[src/rtl/sdf_r2_stage.sv]
// Radix-2 single-path delay-feedback FFT stage: bf1 butterfly, DELAY-deep feedback
// line, sample counter and registered output. Feeds the twiddle multiplier downstream.
module sdf_r2_stage #(
    parameter int unsigned WIDTH = 17,
    parameter int unsigned DELAY = 32
) (
    input  logic             clk,
    input  logic             rst,
    input  logic             in_valid,
    input  logic [WIDTH-1:0] in_re,
    input  logic [WIDTH-1:0] in_im,
    output logic             out_valid,
    output logic [WIDTH-1:0] out_re,
    output logic [WIDTH-1:0] out_im,
    output logic             out_diff
);

    // Counter spans one full sub-FFT (2*DELAY samples); its MSB is the phase.
    localparam int unsigned CntW = (DELAY > 1) ? $clog2(2 * DELAY) : 1;

    logic [CntW-1:0]  cnt_q, cnt_d;
    logic             primed_q, primed_d;
    logic             phase;

    logic [WIDTH-1:0] dl_re_q [DELAY];
    logic [WIDTH-1:0] dl_im_q [DELAY];
    logic [WIDTH-1:0] head_re, head_im;
    logic [WIDTH-1:0] wr_re, wr_im;

    logic [WIDTH:0]   sum_re_w, sum_im_w, dif_re_w, dif_im_w;
    logic [WIDTH-1:0] sum_re, sum_im, dif_re, dif_im;

    logic             out_valid_q, out_valid_d;
    logic [WIDTH-1:0] out_re_q, out_re_d;
    logic [WIDTH-1:0] out_im_q, out_im_d;
    logic             out_diff_q, out_diff_d;

    // Drop bit WIDTH-1 of the extended result: keep sign, then the low WIDTH-1 bits.
    function automatic logic [WIDTH-1:0] fold(input logic [WIDTH:0] s);
        return {s[WIDTH], s[WIDTH-2:0]};
    endfunction

    assign phase   = cnt_q[CntW-1];
    assign head_re = dl_re_q[DELAY-1];
    assign head_im = dl_im_q[DELAY-1];

    // bf1 butterfly: sign-extended sum and difference of delay-line head and input.
    always_comb begin
        sum_re_w = {head_re[WIDTH-1], head_re} + {in_re[WIDTH-1], in_re};
        sum_im_w = {head_im[WIDTH-1], head_im} + {in_im[WIDTH-1], in_im};
        dif_re_w = {head_re[WIDTH-1], head_re} - {in_re[WIDTH-1], in_re};
        dif_im_w = {head_im[WIDTH-1], head_im} - {in_im[WIDTH-1], in_im};
        sum_re   = fold(sum_re_w);
        sum_im   = fold(sum_im_w);
        dif_re   = fold(dif_re_w);
        dif_im   = fold(dif_im_w);
    end

    // Next-state: counter, priming flag, delay-line write data and output candidates.
    always_comb begin
        cnt_d       = cnt_q;
        primed_d    = primed_q;
        wr_re       = in_re;
        wr_im       = in_im;
        out_re_d    = head_re;
        out_im_d    = head_im;
        out_diff_d  = 1'b1;
        out_valid_d = in_valid & (phase | primed_q);
        if (in_valid) begin
            // 2*DELAY is a power of two, so natural overflow gives the wrap.
            cnt_d = cnt_q + CntW'(1);
            if (phase) begin
                primed_d = 1'b1;
            end
        end
        if (phase) begin
            wr_re      = dif_re;
            wr_im      = dif_im;
            out_re_d   = sum_re;
            out_im_d   = sum_im;
            out_diff_d = 1'b0;
        end
    end

    // Control and output registers; outputs only reload on accepted samples.
    always_ff @(posedge clk or posedge rst) begin
        if (rst) begin
            cnt_q       <= '0;
            primed_q    <= 1'b0;
            out_valid_q <= 1'b0;
            out_re_q    <= '0;
            out_im_q    <= '0;
            out_diff_q  <= 1'b0;
        end else begin
            cnt_q       <= cnt_d;
            primed_q    <= primed_d;
            out_valid_q <= out_valid_d;
            if (in_valid) begin
                out_re_q   <= out_re_d;
                out_im_q   <= out_im_d;
                out_diff_q <= out_diff_d;
            end
        end
    end

    // Feedback shift register; contents are unobservable until primed, so no reset.
    always_ff @(posedge clk) begin
        if (in_valid) begin
            dl_re_q[0] <= wr_re;
            dl_im_q[0] <= wr_im;
            for (int unsigned i = 1; i < DELAY; i++) begin
                dl_re_q[i] <= dl_re_q[i-1];
                dl_im_q[i] <= dl_im_q[i-1];
            end
        end
    end

    assign out_valid = out_valid_q;
    assign out_re    = out_re_q;
    assign out_im    = out_im_q;
    assign out_diff  = out_diff_q;

endmodule

[config.mk]
export PLATFORM = sky130hd
export DESIGN_NAME = sdf_r2_stage
export DESIGN_NICKNAME = d
export VERILOG_FILES = /design/src/rtl/sdf_r2_stage.sv
export SDC_FILE = /design/constraint.sdc
export NUM_CORES = 1
export LEC_CHECK = 0
export ABC_AREA = 1
export BUFFER_PORTS_ARGS = -buffer_cell sky130_fd_sc_hd__buf_2
export CORE_ASPECT_RATIO = 1.25
export CORE_UTILIZATION = 62
export DETAILED_ROUTE_END_ITERATION = 10
export PLACE_DENSITY = 0.79
export SLEW_MARGIN = 20
export SYNTH_ARGS = -nofsm -noshare
export SYNTH_HDL_FRONTEND = slang
export SYNTH_SLANG_ARGS = --single-unit
[constraint.sdc]
create_clock -name clk -period 2.8 [get_ports clk]
set_clock_uncertainty 0.15 [all_clocks]
set_input_delay 0.28 -clock clk [delete_from_list [all_inputs] [get_ports clk]]
set_output_delay 0.28 -clock clk [all_outputs]
set_load 0.02 [all_outputs]
==> results of run 1 <==
per-layer routing:
metal / wire, um / vias to the layer above / track usage, %
met2: 32300 / 478 / 34.5
li1: - / 8144 / -
met4: 1710 / 4 / 7.48
met3: 3290 / 116 / 3.64
met5: 27 / - / 0
met1: 29900 / 8839 / 31.8
flip-flops by register name, indices dropped and copies added, names as in the netlist:
signal,cells
out_diff,1
primed_q,1
out_re,17
out_valid,1
out_im,17
dl_im_q,544
cnt_q,6
dl_re_q,544
power by group through the flow:
stage	clock, mW	combinational (mW)	sequential, mW
2_1_floorplan	0	1.26	20.9
3_3_place_gp	0	2.68	20.9
3_5_place_dp	0	2.72	21.0
4_1_cts	13.7	2.79	20.7
5_1_grt	14.4	3.04	20.8
6_report	13.4	2.78	20.7
kinds of logic (layout without fill, tap and decap cells):
logic type	after synthesis	count (layout)	synth area share, %
buffers and inverters	183	471	1.94
DFF	1131	1131	87.0
xor gates and xnor gates	16	16	0.361
adders and majority gates	73	73	2.43
and+or+nand+nor	558	558	6.11
AOI/OAI and AO/OA	144	144	2.21
cell usage in the layout (no fill, tap or decap), types with 24 or more instances in the layout:
master / count
sky130_fd_sc_hd__edfxtp_1: 1088
sky130_fd_sc_hd__nand2_1: 306
sky130_fd_sc_hd__inv_1: 139
sky130_fd_sc_hd__nand3_1: 135
sky130_fd_sc_hd__clkbuf_16: 100
sky130_fd_sc_hd__nor2_1: 79
sky130_fd_sc_hd__buf_2: 71
sky130_fd_sc_hd__ha_1: 69
sky130_fd_sc_hd__a21oi_1: 47
sky130_fd_sc_hd__o21ai_0: 44
sky130_fd_sc_hd__dfrtp_1: 43
sky130_fd_sc_hd__dlygate4sd3_1: 35
sky130_fd_sc_hd__clkbuf_1: 24
worst paths after layout:
path	endpoint
hold / removal	dl_im_q[0][2]
setup reg to reg	dl_im_q[0][13]
max in group asynchronous	out_im[12]
hold reg to reg	dl_re_q[1][231]
min in group asynchronous	out_re[2]
setup / recovery	dl_im_q[0][13]
final cells by class:
type                            count  area, um2  area share, %
Clock buffer                      126       2620           5.96
Sequential cell                  1131      33700           76.8
Timing Repair Buffer              135       1030           2.35
Clock inverter                     59        608           1.38
Tap cell                          832       1040           2.37
Multi-Input combinational cell    791       4310           9.82
Inverter                          151        567           1.29
tightest hold or removal path, cell delays in order:
cell and delay (ns):
sky130_fd_sc_hd__buf_2 0.11, sky130_fd_sc_hd__inv_1 0.07, sky130_fd_sc_hd__o21ai_0 0.17
==> results.tsv, run 1 <==
metric	value	unit
crit_path_start	dl_im_q[1][260]	
setup-violations-final	0	
routed_via_density	5.45	
final.setup.worst_slack	0.220	ns
internal-power	28.3	mW
post_cts_buffers	0	
floorplan.core_area	61900	um2
clock_tree.buffer_depth	3	
power.leakage	16.2	nW
hold_class	in2reg	
ys_seq_elements	1131	
slowest_stage	sky130_fd_sc_hd__ha_1	
drtAntennaViolNets	0	
switching_share	23.1	%
edff_count_synth	1088	
worst_pin_slew	0.898	ns
detailed_route_iter0_violations	1361	
fillerInstances	3686	
cp_common_cell	sky130_fd_sc_hd__nand2_1	
io-pin-count	73	
run_status	completed	
dpl-instance-area	40300	um2
detailed_route_via_count	17600	
numClockSinks	1131	
timing.final.hold_violations	0	
clock-root-buffer	sky130_fd_sc_hd__clkbuf_16	
criticalPathCategory	reg2reg	
grt_max_degree	172	
synth_largest_type_area_fraction	84.2	%
grt_remaining_overflow	0	
synth_fp_nets	2215	
synth_cells	2105	
period_needed	2.58	ns
cts_tree	built	
core.rowCount	102	
drive_gt1_share	11.4	%
power.share.sequential	56.1	%
design.final.nets	2420	
num_cts_buffers	100	
first_pass_grt_wire_length	104000	um
rrSetupSlack	0.22	ns
ys_top_cells_by_count	sky130_fd_sc_hd__edfxtp_1 (1088), sky130_fd_sc_hd__nand2_1 (306), sky130_fd_sc_hd__inv_1 (140), sky130_fd_sc_hd__nand3_1 (135), sky130_fd_sc_hd__nor2_1 (79)	
route.detailed.wl_per_inst	20.8	um
netlist_area	38800	um2
placed_cells	3005	
hold_start	in_im[2]	
design.die.area	63600	um2
number_of_global_route_vias_before_repair	17700	
grt_setup_unrepaired	false	
syn_avg_cell_area	18.4	um2
synthTopCellsByArea	sky130_fd_sc_hd__edfxtp_1 (84%), sky130_fd_sc_hd__nand2_1 (3.0%), sky130_fd_sc_hd__dfrtp_1 (2.8%), sky130_fd_sc_hd__ha_1 (2.2%), sky130_fd_sc_hd__nand3_1 (1.7%)	
hold-path-cell-count	3	
insertedDiodeCount	0	
worst_path_top_cell_family_by_delay	simple AND/OR/NAND/NOR gates	
number_of_antenna_violations_at_the_first_check_in_global_routing	2	
clkLatencyLatePin	0.66	ns
async_reset_ff_share	3.80	%
cts.htree.levels	3	
maximum_vdd_ir_drop	0.567	mV
place.detailed.hpwl	38300	um
synth-main-ff-cell	sky130_fd_sc_hd__edfxtp_1	
fin_util	71.0	%
final-instance-count-excl-fill	3225	
final_min_period_over_clock_period	92.1	%
power_switching	8.51	mW
post_cts_hold_buffer_count	35	
maxCapViolations	0	
ff2ff_path_depth	10	
slew_viol_final	0	
buffer_ports.inserted	72	
timing.critical_path.to_type	flip-flop	
critPathBufInv	0	
drt_drc_violations_left	0	
cp_data_required_time	3.03	ns
yosys.cell_types.count	39	
postCtsResizedCells	0	
initial_utilization	62.7	%
timing.slew.headroom	40.1	%
detail_route.wirelength	67200	um
routabilityCongestion	0.903	
clock.fmax	388	MHz
cts.reportedPaths.clkPinSlew	0.07	ns
crit_arrival	2.81	ns
clock_network_fraction_of_design_power	36.4	%
totalNegativeSetupSlack	0	ns
ys.warnings.count	0	
crit-reg2reg-launch	dl_im_q[1][260]	
postLayoutCellArea	43900	um2
dp_slack	0.234	ns
cp_num_cells	10	
path_max_fanout	10	
grt_usage	21.9	%
pwr_density_cell	839	nW/um2
first_pass_iters	7	
chipHeight	282	um
synth_largest_area_cell	sky130_fd_sc_hd__edfxtp_1	
yosys.cell_count.top_type	sky130_fd_sc_hd__edfxtp_1	
critical-path-max-stage-delay	0.52	ns
total_power	36.8	mW
combinational_power_share	7.5	%
final.hold.worst_slack	0.0463	ns
seq_area_frac_synth	87.0	%
critical_path.cell_chain	ha_1 -> nand2_1 -> nor2_1 -> nand3b_1 -> nand3_2 -> nand2_1 -> nand2_1 -> nand2_1 -> nand3_1 -> o21ai_0	
area_delta_synth_final	13.2	%
die_width	226	um
crit_path_start_kind	flip-flop	
No activity file was read; power rests on OpenSTA's default activity.
==> run 2: changes to the inputs <==
--- a/config.mk
+++ b/config.mk
@@ -8,9 +8,9 @@
 export ABC_AREA = 1
 export BUFFER_PORTS_ARGS = -buffer_cell sky130_fd_sc_hd__buf_2
 export CORE_ASPECT_RATIO = 1.25
-export CORE_UTILIZATION = 62
+export CORE_UTILIZATION = 56
 export DETAILED_ROUTE_END_ITERATION = 10
-export PLACE_DENSITY = 0.79
+export PLACE_DENSITY = 0.75
 export SLEW_MARGIN = 20
 export SYNTH_ARGS = -nofsm -noshare
 export SYNTH_HDL_FRONTEND = slang
==> constraint.sdc (replaced) <==
create_clock -name clk -period 2.3 [get_ports clk]
set_clock_uncertainty 0.15 [all_clocks]
set_input_delay 0.23 -clock clk [delete_from_list [all_inputs] [get_ports clk]]
set_output_delay 0.23 -clock clk [all_outputs]
set_load 0.02 [all_outputs]
==> run 2 against run 1 <==
Clock-buffer cell count is 1 higher. Power is 20% higher. Sequential share of layout area is 1.3 points lower. Maximum frequency is 15% higher. Global-route usage is 2.4 points lower. Critical path depth is 3 lower. Clock power is 16% higher. Core utilization is 5.6 points lower. Via count is 1.3% higher. Highest routed layer is now met4. Hold slack better by 0.012 ns.
==> results.tsv, run 2 (synthesis results as in run 1) <==
metric	value	unit	change
run_status	completed		unchanged
grt_setup_unrepaired	true		was false
final.setup.worst_slack	0.0610	ns	was 0.220 ns
critPathBufInv	1		was 0
timing.final.hold_violations	0		unchanged
final_min_period_over_clock_period	97.3	%	was 92.1%
clock_tree.buffer_depth	3		unchanged
cp_data_required_time	2.52	ns	was 3.03 ns
route.detailed.wl_per_inst	19.8	um	was 20.8 um
buffer_ports.inserted	72		unchanged
first_pass_iters	5		was 7
timing.slew.headroom	41.5	%	was 40.1%
clkLatencyLatePin	0.64	ns	was 0.66 ns
design.die.area	70400	um2	was 63600 um2
routabilityCongestion	0.864		was 0.903
postLayoutCellArea	44700	um2	was 43900 um2
critical-path-max-stage-delay	0.45	ns	was 0.52 ns
ff2ff_path_depth	7		was 10
totalNegativeSetupSlack	0	ns	unchanged
drt_drc_violations_left	0		unchanged
path_max_fanout	6		was 10
numClockSinks	1131		unchanged
routed_via_density	5.26		was 5.45
detailed_route_iter0_violations	1194		was 1361
cp_num_cells	7		was 10
timing.critical_path.to_type	flip-flop		unchanged
cts.reportedPaths.clkPinSlew	0.06	ns	was 0.07 ns
detail_route.wirelength	67000	um	was 67200 um
layout_commonest_cell	sky130_fd_sc_hd__edfxtp_1		unchanged
pwr_density_cell	991	nW/um2	was 839 nW/um2
hold_class	in2reg		unchanged
place.detailed.hpwl	40100	um	was 38300 um
chipHeight	296	um	was 282 um
io-pin-count	73		unchanged
core.rowCount	107		was 102
floorplan.core_area	68400	um2	was 61900 um2
insertedDiodeCount	0		unchanged
grt_usage	19.5	%	was 21.9%
design.final.nets	2493		was 2420
criticalPathCategory	reg2reg		unchanged
num_cts_buffers	98		was 100
critical_path.cell_chain	ha_1 -> inv_2 -> nor3_2 -> nand3_1 -> nand3_2 -> xor2_1 -> o21ai_0		was ha_1 -> nand2_1 -> nor2_1 -> nand3b_1 -> nand3_2 -> nand2_1 -> nand2_1 -> nand2_1 -> nand3_1 -> o21ai_0
layout_top_registers	dl_im_q x544, dl_re_q x544		unchanged
number_of_antenna_violations_at_the_first_check_in_global_routing	0		was 2
maximum_vdd_ir_drop	0.759	mV	was 0.567 mV
cts.htree.levels	3		unchanged
area_delta_synth_final	15.2	%	was 13.2%
mostFrequentLayoutCells	sky130_fd_sc_hd__edfxtp_1 (1088), sky130_fd_sc_hd__nand2_1 (296), sky130_fd_sc_hd__inv_1 (134), sky130_fd_sc_hd__nand3_1 (129), sky130_fd_sc_hd__clkbuf_16 (100)		was sky130_fd_sc_hd__edfxtp_1 (1088), sky130_fd_sc_hd__nand2_1 (306), sky130_fd_sc_hd__inv_1 (139), sky130_fd_sc_hd__nand3_1 (135), sky130_fd_sc_hd__clkbuf_16 (100)
detailed_route_via_count	17800		was 17600
final.hold.worst_slack	0.0578	ns	was 0.0463 ns
setup-violations-final	0		unchanged
worst_pin_slew	0.876	ns	was 0.898 ns
worst_path_top_cell_family_by_delay	simple AND/OR/NAND/NOR gates		unchanged
dp_slack	-0.00284	ns	was 0.234 ns
drive_gt1_share	16.2	%	was 11.4%
power.leakage	16.5	nW	was 16.2 nW
die_width	237	um	was 226 um
clock-root-buffer	sky130_fd_sc_hd__clkbuf_16		unchanged
initial_utilization	56.7	%	was 62.7%
slowest_stage	sky130_fd_sc_hd__edfxtp_1		was sky130_fd_sc_hd__ha_1
drtAntennaViolNets	0		unchanged
cts_tree	built		unchanged
period_needed	2.24	ns	was 2.58 ns
grt_remaining_overflow	0		unchanged
clock.fmax	447	MHz	was 388 MHz
first_pass_grt_wire_length	104000	um	about the same
dpl-instance-area	41000	um2	was 40300 um2
grt_max_degree	109		was 172
number_of_global_route_vias_before_repair	18200		was 17700
slew_viol_final	0		unchanged
hold-path-cell-count	3		unchanged
crit_path_start_kind	flip-flop		unchanged
maxCapViolations	0		unchanged
crit_arrival	2.46	ns	was 2.81 ns
run 2: cell types whose count changed in the layout (fill, tap and decap cells not counted), moves of 6 or more:
cell,delta
sky130_fd_sc_hd__ha_2,+6
sky130_fd_sc_hd__clkinv_1,-6
sky130_fd_sc_hd__nand2_1,-10
sky130_fd_sc_hd__buf_4,+71
sky130_fd_sc_hd__nand3_1,-6
sky130_fd_sc_hd__ha_4,+10
sky130_fd_sc_hd__nand2_2,+8
sky130_fd_sc_hd__ha_1,-16
sky130_fd_sc_hd__clkinvlp_4,+6
sky130_fd_sc_hd__nand3_2,+6
run 2: tightest hold or removal path, stage by stage:
cell and delay, ns:
sky130_fd_sc_hd__buf_2 0.11, sky130_fd_sc_hd__inv_1 0.08, sky130_fd_sc_hd__o21ai_0 0.19
run 2: area by class of cell:
cell class / instances / area (um2)
fillers: 4498 / 23700
well taps: 926 / 1160
repair buffers: 210 / 1650
clock buffers: 127 / 2630
multi-input cells: 791 / 4570
flip-flops and latches: 1131 / 33700
clock inverters: 52 / 383
inverters: 151 / 567
run 2: what timing repair did:
item,in CTS,in global routing
pin swaps,0,7
buffers inserted,1,8
endpoints found under the setup margin,2,36
gates resized for setup,2,64
hold buffers,34,0
endpoints found under the hold margin,78,0
run 2: where the power goes:
group | total [mW] | switching [mW] | internal [mW] | leakage (nW)
clock network | 15.5 | 6.96 | 8.54 | 1.47
registers | 25.2 | 0.698 | 24.5 | 11.2
logic | 3.64 | 2.51 | 1.13 | 3.85
total | 44.3 | 10.2 | 34.1 | 16.5
run 2: through the flow:
| stage | util [%] | std cells | power [mW] |
|---|---|---|---|
| 4_1_cts | 64.9 | 3380 | 44.7 |
| 3_5_place_dp | 60.0 | 3166 | 29.0 |
| 6_report | 65.3 | 3388 | 44.3 |
| 3_3_place_gp | 60.0 | 3166 | 28.9 |
| 2_1_floorplan | - | 2105 | 27.0 |
| 5_1_grt | 65.3 | 3388 | 45.9 |
run 2: layer usage:
metal  vias up  GRT usage (%)  part of all wire, %
li1       8314              -                    -
met1      8965           27.5                   45
met2       414           30.9                   47
met3       120           3.63                  5.3
met4         0           7.32                  2.5
met5         -              0                    0
run 2: worst paths after layout:
path	slack (ns)	to	from
worst max-delay path	0.06	dl_re_q[0][9]	dl_re_q[1][257]
worst min-delay path	0.06	dl_re_q[0][2]	in_re[2]
worst max register to register	0.06	dl_re_q[0][9]	dl_re_q[1][257]
worst min register to register	0.26	dl_re_q[1][5]	dl_re_q[0][260]
max in group asynchronous	1.16	out_im[6]	rst
min in group asynchronous	0.17	out_re[4]	rst
==> run 3: changes to the inputs <==
--- a/config.mk
+++ b/config.mk
@@ -8,9 +8,9 @@
 export ABC_AREA = 1
 export BUFFER_PORTS_ARGS = -buffer_cell sky130_fd_sc_hd__buf_2
 export CORE_ASPECT_RATIO = 1.25
-export CORE_UTILIZATION = 56
+export CORE_UTILIZATION = 35
 export DETAILED_ROUTE_END_ITERATION = 10
-export PLACE_DENSITY = 0.75
+export PLACE_DENSITY = 0.51
 export SLEW_MARGIN = 20
 export SYNTH_ARGS = -nofsm -noshare
 export SYNTH_HDL_FRONTEND = slang
==> run 3 against run 2 <==
Sequential power about the same. Clock-buffer cell count increased by 15. Routed wire length increased by 8.1%. Largest power group unchanged. Power increased by 4.6%. Sequential share of layout area decreased by 2.7 points. Die area increased by 59%. Sequential cell count unchanged. Critical endpoint is now dl_im_q[0][7]. Cell area increased by 3.8%. Combinational power increased by 8.5%. Highest routed layer is now met5. Register-to-register slack improved by 0.02 ns.
==> results.tsv, run 3 (synthesis results as in run 1) <==
metric	value	unit	change
timing.final.hold_violations	0		unchanged
numClockSinks	1131		unchanged
clock-root-buffer	sky130_fd_sc_hd__clkbuf_16		unchanged
combinational_power_share	8.5	%	was 8.2%
buffer_ports.inserted	72		unchanged
floorplan.core_area	110000	um2	was 68400 um2
design.die.area	112000	um2	was 70400 um2
timing.critical_path.to_type	flip-flop		unchanged
num_cts_buffers	109		was 98
place.detailed.hpwl	43900	um	was 40100 um
chipHeight	374	um	was 296 um
drt_drc_violations_left	0		unchanged
cts_tree	built		unchanged
fin_util	42.2	%	was 65.3%
pwr_density_cell	999	nW/um2	was 991 nW/um2
mostFrequentLayoutCells	sky130_fd_sc_hd__edfxtp_1 (1088), sky130_fd_sc_hd__nand2_1 (297), sky130_fd_sc_hd__inv_1 (135), sky130_fd_sc_hd__buf_4 (135), sky130_fd_sc_hd__nand3_1 (128)		was sky130_fd_sc_hd__edfxtp_1 (1088), sky130_fd_sc_hd__nand2_1 (296), sky130_fd_sc_hd__inv_1 (134), sky130_fd_sc_hd__nand3_1 (129), sky130_fd_sc_hd__clkbuf_16 (100)
detailed_route_via_count	18100		was 17800
grt_usage	13.3	%	was 19.5%
design.final.nets	2554		was 2493
clock_network_fraction_of_design_power	37.3	%	was 35.0%
hold_start	dl_re_q[0][212]		was in_re[2]
layout_commonest_cell	sky130_fd_sc_hd__edfxtp_1		unchanged
criticalPathCategory	reg2reg		unchanged
path_max_fanout	7		was 6
period_needed	2.21	ns	was 2.24 ns
grt_setup_unrepaired	true		unchanged
power.share.sequential	54.2	%	was 56.8%
fillerInstances	9836		was 4498
area_delta_synth_final	19.5	%	was 15.2%
total_power	46.4	mW	was 44.3 mW
clock.fmax	452	MHz	was 447 MHz
grt_max_degree	113		was 109
first_pass_iters	5		unchanged
first_pass_grt_wire_length	114000	um	was 104000 um
cts.htree.levels	3		unchanged
clock_tree.buffer_depth	3		unchanged
clkLatencyLatePin	0.72	ns	was 0.64 ns
internal-power	35.4	mW	was 34.1 mW
grt_remaining_overflow	0		unchanged
drtAntennaViolNets	0		unchanged
route.detailed.wl_per_inst	18.2	um	was 19.8 um
worst_pin_slew	0.579	ns	was 0.876 ns
setup-violations-final	0		unchanged
cp_data_required_time	2.59	ns	was 2.52 ns
routabilityCongestion	0.857		was 0.864
detail_route.wirelength	72400	um	was 67000 um
initial_utilization	35.3	%	was 56.7%
timing.slew.headroom	61.4	%	was 41.5%
maximum_vdd_ir_drop	0.899	mV	was 0.759 mV
switching_share	23.5	%	was 22.9%
number_of_antenna_violations_at_the_first_check_in_global_routing	6		was 0
cts.reportedPaths.clkPinSlew	0.07	ns	was 0.06 ns
drive_gt1_share	19.0	%	was 16.2%
maxCapViolations	0		unchanged
crit_path_start_kind	flip-flop		unchanged
layout_top_registers	dl_im_q x544, dl_re_q x544		unchanged
crit-reg2reg-launch	dl_im_q[1][258]		was dl_re_q[1][257]
power_switching	10.9	mW	was 10.2 mW
slew_viol_final	0		unchanged
routed_via_density	4.55		was 5.26
crit_arrival	2.51	ns	was 2.46 ns
die_width	300	um	was 237 um
core.rowCount	136		was 107
io-pin-count	73		unchanged
hold_class	reg2reg		was in2reg
number_of_global_route_vias_before_repair	18400		was 18200
detailed_route_iter0_violations	1314		was 1194
power.leakage	17.0	nW	was 16.5 nW
final_min_period_over_clock_period	96.3	%	was 97.3%
run_status	completed		unchanged
crit_path_start	dl_im_q[1][258]		was dl_re_q[1][257]
## run 3: path summary, 6_finish.rpt
check	end	slack, ns	cells past startpoint
worst max-delay path	dl_im_q[0][7]	0.09	8
worst min-delay path	dl_re_q[0][229]	0.26	0
worst max register to register	dl_im_q[0][7]	0.09	8
worst min register to register	dl_re_q[0][229]	0.26	0
max in group asynchronous	out_re[6]	0.86	5
min in group asynchronous	out_im[0]	0.49	4
## run 3: worst max-delay path: stages, from the launching register on
cell and delay [ns]:
sky130_fd_sc_hd__edfxtp_1 0.41, sky130_fd_sc_hd__ha_2 0.45, sky130_fd_sc_hd__nand2_2 0.09, sky130_fd_sc_hd__inv_1 0.09
sky130_fd_sc_hd__nand3_1 0.11, sky130_fd_sc_hd__o21ai_4 0.23, sky130_fd_sc_hd__buf_4 0.15, sky130_fd_sc_hd__xor2_1 0.17
sky130_fd_sc_hd__o21ai_1 0.11
## run 3: power by group through the flow
stage          clock network (mW)  registers (mW)  logic [mW]
6_report                     17.3            25.1        3.95
5_1_grt                      18.7            25.3        4.36
4_1_cts                      18.0            25.2        3.86
3_5_place_dp                    0            25.5        3.77
3_3_place_gp                    0            25.5        3.76
2_1_floorplan                   0            25.5        1.54
## run 3: through the flow
| step | instance area (um2) | hold slack (ns) | cells | setup WS (ns) | setup TNS, ns |
|---|---|---|---|---|---|
| after global placement | 42100 | 0.0939 | 3735 | -0.0159 | -0.0550 |
| after detailed placement | 42100 | 0.0962 | 3735 | -0.0318 | -0.0732 |
| after floorplan | 38800 | 0.192 | 2105 | 0.280 | 0 |
| after global routing | 46400 | 0.264 | 3986 | -0.0214 | -0.0433 |
| final | 46400 | 0.258 | 3987 | 0.0852 | 0 |
| after CTS | 45900 | 0.231 | 3976 | 0.000526 | 0 |
## run 3: routing by layer
metal	vias to the layer above	global-route usage, %	share of wire (%)
li1	8451	-	-
met1	9205	19.7	48
met2	339	19.0	44
met3	136	3.22	5.3
met4	8	4.72	2.5
met5	-	0	0.073
## run 3: cell type report
cell class / instances / area [um2] / share of cell area [%]
Antenna cell: 2 / 5.00 / 0.0108
Clock buffer: 142 / 2920 / 6.30
Clock inverter: 61 / 528 / 1.14
Inverter: 151 / 567 / 1.22
Multi-Input combinational cell: 791 / 4730 / 10.2
Sequential cell: 1131 / 33700 / 72.7
Tap cell: 1449 / 1810 / 3.91
Timing Repair Buffer: 260 / 2070 / 4.47
## run 3: what timing repair did
item                       in CTS  in global routing
setup buffers                   1                  9
hold buffers                   37                  0
pin swaps                       0                  9
hold endpoints to repair      157                  0
setup endpoints to repair       7                 40
resized for setup               9                 87
